## src/rtl/scr_pkg.sv

```systemverilog
// Shared scrambler/descrambler constants and the tap feedback helper.
package scr_pkg;

    localparam int              SCR_LEN  = 7;
    localparam logic [6:0]      SCR_TAPS = 7'b110_0000;
    localparam int              SCR_W    = 32;

    // Callers zero-extend to SCR_W so one function serves any LEN up to 32.
    function automatic logic scr_fb(input logic [SCR_W-1:0] sr, input logic [SCR_W-1:0] taps);
        return ^(sr & taps);
    endfunction

endpackage

```

## src/rtl/scr_shift_reg.sv

```systemverilog
// LEN-bit serial-in shift register; bit i holds the input delayed i+1 cycles.
module scr_shift_reg #(
    parameter int LEN = 7
) (
    input  logic           clk,
    input  logic           rst,
    input  logic           din,
    output logic [LEN-1:0] sr
);

    always_ff @(posedge clk) begin
        if (rst) sr <= '0;
        else     sr <= {sr[LEN-2:0], din};
    end

endmodule

```

## src/rtl/data_decrypt_core.sv

```systemverilog
// Self-synchronising multiplicative descrambler: one plaintext bit per clock.
module data_decrypt_core
    import scr_pkg::*;
#(
    parameter int             LEN  = SCR_LEN,
    parameter logic [LEN-1:0] TAPS = SCR_TAPS
) (
    input  logic i_clk,
    input  logic i_rst,
    input  logic i_code,
    output logic o_data,
    output logic o_sync
);

    localparam int CW = $clog2(LEN + 1);

    logic [LEN-1:0] sr;
    logic [CW-1:0]  fill;

    // History holds received code, not plaintext, so a bad bit only lives LEN cycles.
    scr_shift_reg #(.LEN(LEN)) u_sr (
        .clk (i_clk),
        .rst (i_rst),
        .din (i_code),
        .sr  (sr)
    );

    always_ff @(posedge i_clk) begin
        if (i_rst) begin
            o_data <= 1'b0;
            o_sync <= 1'b0;
            fill   <= '0;
        end else begin
            o_data <= i_code ^ scr_fb(SCR_W'(sr), SCR_W'(TAPS));
            if (fill != CW'(LEN))     fill   <= fill + CW'(1);
            if (fill == CW'(LEN - 1)) o_sync <= 1'b1;
        end
    end

endmodule

```

## config.mk

```make
export PLATFORM = sky130hd
export DESIGN_NAME = data_decrypt_core
export DESIGN_NICKNAME = d
export VERILOG_FILES = /design/src/rtl/scr_pkg.sv /design/src/rtl/scr_shift_reg.sv /design/src/rtl/data_decrypt_core.sv
export SDC_FILE = /design/constraint.sdc
export NUM_CORES = 1
export LEC_CHECK = 0
export BUFFER_PORTS_ARGS = -buffer_cell sky130_fd_sc_hd__buf_2
export CAP_MARGIN = 20
export CELL_PAD_IN_SITES_DETAIL_PLACEMENT = 0
export CELL_PAD_IN_SITES_GLOBAL_PLACEMENT = 2
export CORE_AREA = 2 2 39 41
export CTS_CLUSTER_SIZE = 30
export DETAILED_ROUTE_END_ITERATION = 16
export DIE_AREA = 0 0 41 43
export PLACE_DENSITY = 0.64
export REMOVE_ABC_BUFFERS = 1
export SLEW_MARGIN = 5
export SYNTH_ARGS = -nofsm -noshare
export SYNTH_HDL_FRONTEND = slang
export SYNTH_SLANG_ARGS = --single-unit
```

## constraint.sdc

```tcl
create_clock -name i_clk -period 1.3 [get_ports i_clk]
set_input_delay 0.13 -clock i_clk [delete_from_list [all_inputs] [get_ports i_clk]]
set_output_delay 0.13 -clock i_clk [all_outputs]
set_load 0.01 [all_outputs]
```

==> impl_metrics.yaml <==
sta:
  fin_crit_ps: 1200
  rsz0062_at_grt: "false"
  fmax_mhz: 831
  setup_viol_count_final: 0
  slew_headroom: 0.871
  finalSetupTns_ps: 0
  skew_ps: 0.551
  finalWorstSetupSlack_ps: 96.3
  hold_viol_final: 0
  drv_slew: 0
  holdWs_ps: 136
  worst_pin_slew_ps: 194
  fin_crit_sh: 0.926
layout:
  final_common_cell: "dfxtp_1"
  layout.nets: 49
  drive_gt1_frac: 0.171
  regArea_um2: 240
  multi_input_comb_area_um2: 158
  nFillCells: 139
  final_cell_mix: "dfxtp_1, nor2b_1, nor2_1, buf_2"
  area_delta_synth_final_pct: 14.2
  diodes: 0
  fin_cells: 57
synthesis:
  yosys_warnings: 0
  avgSynthCellArea_um2: 11.6
  syn-cell-area_um2: 407
  yosysSeqAreaShare: 0.591
  synth_cells: 35
  ys_types: 12
  yosys_register_bits: 12
grt:
  grt_pass1_vias: 232
  grt_max_degree: 13
  grt_overflow: 0
  grt_pass1_wl_um: 897
  grt_use_total: 0.0867
  antenna_found_initial: 0
worst_setup_path:
  cpLargestDelayFamily: "adder cells"
  required_ps: 1490
  worst-path-buf-inv: 0
  cp_slowest_cell: "dfxtp_1"
  cp-end-kind: "flip-flop"
  crit_chain: "ha_1 > ha_1 > or2_1 > a21oi_1"
  start_kind: "flip-flop"
  worstSetupPathType: "flip-flop to flip-flop"
  worstPathArrival_ps: 1400
  cp_max_fo: 4
  timing.critical_path.mode_cell: "ha_1"
  cpPeakStageDelay_ps: 330
detailed_routing:
  wl_met1_um: 225
  vias: 234
  drc: 0
  detail-route-antenna-nets: 0
  wl_met3_um: 34
  wl_um: 495
  highest_layer: "met3"
  wire_per_inst_um: 8.68
  vias_per_cell: 4.11
  drtPass1Iterations: 1
  route.met2.wl_um: 235
  first_iter_violations: 0
clock_network:
  post_cts_buffers: 0
  clk_latency_ps: 260
  numClockSinks: 12
  cts-resized-gates: 0
  holdBufCountCts: 0
  cts_tree: "built"
  clockRootBuffer: "clkbuf_4"
  cts_inserted_buffers: 3
  clk_path_buf_depth: 2
  cts_max_level: 1
  clk_pin_slew_ps: 60
floorplan:
  pin_count: 5
  rows: 14
  die_w_um: 41
  fp.coreArea_um2: 1380
  start_util: 0.294
  die_area_um2: 1760
  dieHeight_um: 43
power_and_ir_drop:
  p_leak_nw: 0.210
  power_density_nw_per_um2: 1380
  irDropWorstVdd_uv: 569
run:
  cap_violations: 0
min_path:
  hold_path.class: "input pin to flip-flop"
place:
  io_buffers: 4
  dp_hpwl_um: 373
  routabilityCongestion: 0.547
  dp_worst_setup_slack_ps: 99.4
  dp_cells: 54
outcome:
  status: "finished clean"
## layout make-up
class | count | share of cell area
Clock buffer | 3 | 0.0485
Inverter | 1 | 0.00809
Multi-Input combinational cell | 21 | 0.340
Sequential cell | 12 | 0.518
Tap cell | 16 | 0.0431
Timing Repair Buffer | 4 | 0.0431
## logic make-up after synthesis
| kind of cell | share of synthesized area |
|---|---|
| AOI/OAI and AO/OA | 0.0246 |
| xor gates and xnor gates | 0.0769 |
| adders and majority gates | 0.0923 |
| buffers and inverters | 0.0215 |
| DFF | 0.591 |
| muxes | 0.0246 |
| and+or+nand+nor | 0.169 |
## flip-flops by register name, indices dropped and copies added (netlist names)
register  cells
o_sync        1
fill          3
o_data        1
u_sr.sr       7
## final timing paths
path / from / slack (ps) / end / depth (start not counted)
min reg2reg: u_sr.sr[3] / 440 / u_sr.sr[4] / 1
max: fill[0] / 100 / fill[1] / 4
max reg2reg: fill[0] / 100 / fill[1] / 4
min: i_code / 140 / u_sr.sr[0] / 2
## per-layer routing
| metal | GRT usage | vias up |
|---|---|---|
| met5 | 0 | - |
| met2 | 0.109 | 6 |
| li1 | - | 124 |
| met3 | 0.0785 | 0 |
| met1 | 0.0782 | 104 |
| met4 | 0.0800 | 0 |
## cell usage after synthesis, drive strengths merged
library cell   n  area, um2
inv            1       3.75
ha             3       37.5
nand2          1       3.75
mux2i          1       10.0
nor2           4       15.0
dfxtp         12        240
or2            1       6.26
xor2           1       8.76
xnor3          1       22.5
nor2b          7       43.8
buf            1       5.00
a21oi          2       10.0
## metrics by stage
step                area (um2)  total power, mW   util
CTS                        464            0.654  0.335
finish                     464            0.639  0.335
detailed placement         442            0.440  0.319
floorplan                  402            0.424      -
global route               464            0.682  0.335
global placement           442            0.437  0.319
## power by group
| part | switching (mW) | internal, mW | leakage [nW] |
|---|---|---|---|
| registers | 0.00894 | 0.384 | 0.0982 |
| logic | 0.0194 | 0.0197 | 0.0983 |
| clock network | 0.100 | 0.107 | 0.0138 |
No activity file was read; power rests on OpenSTA's default activity.
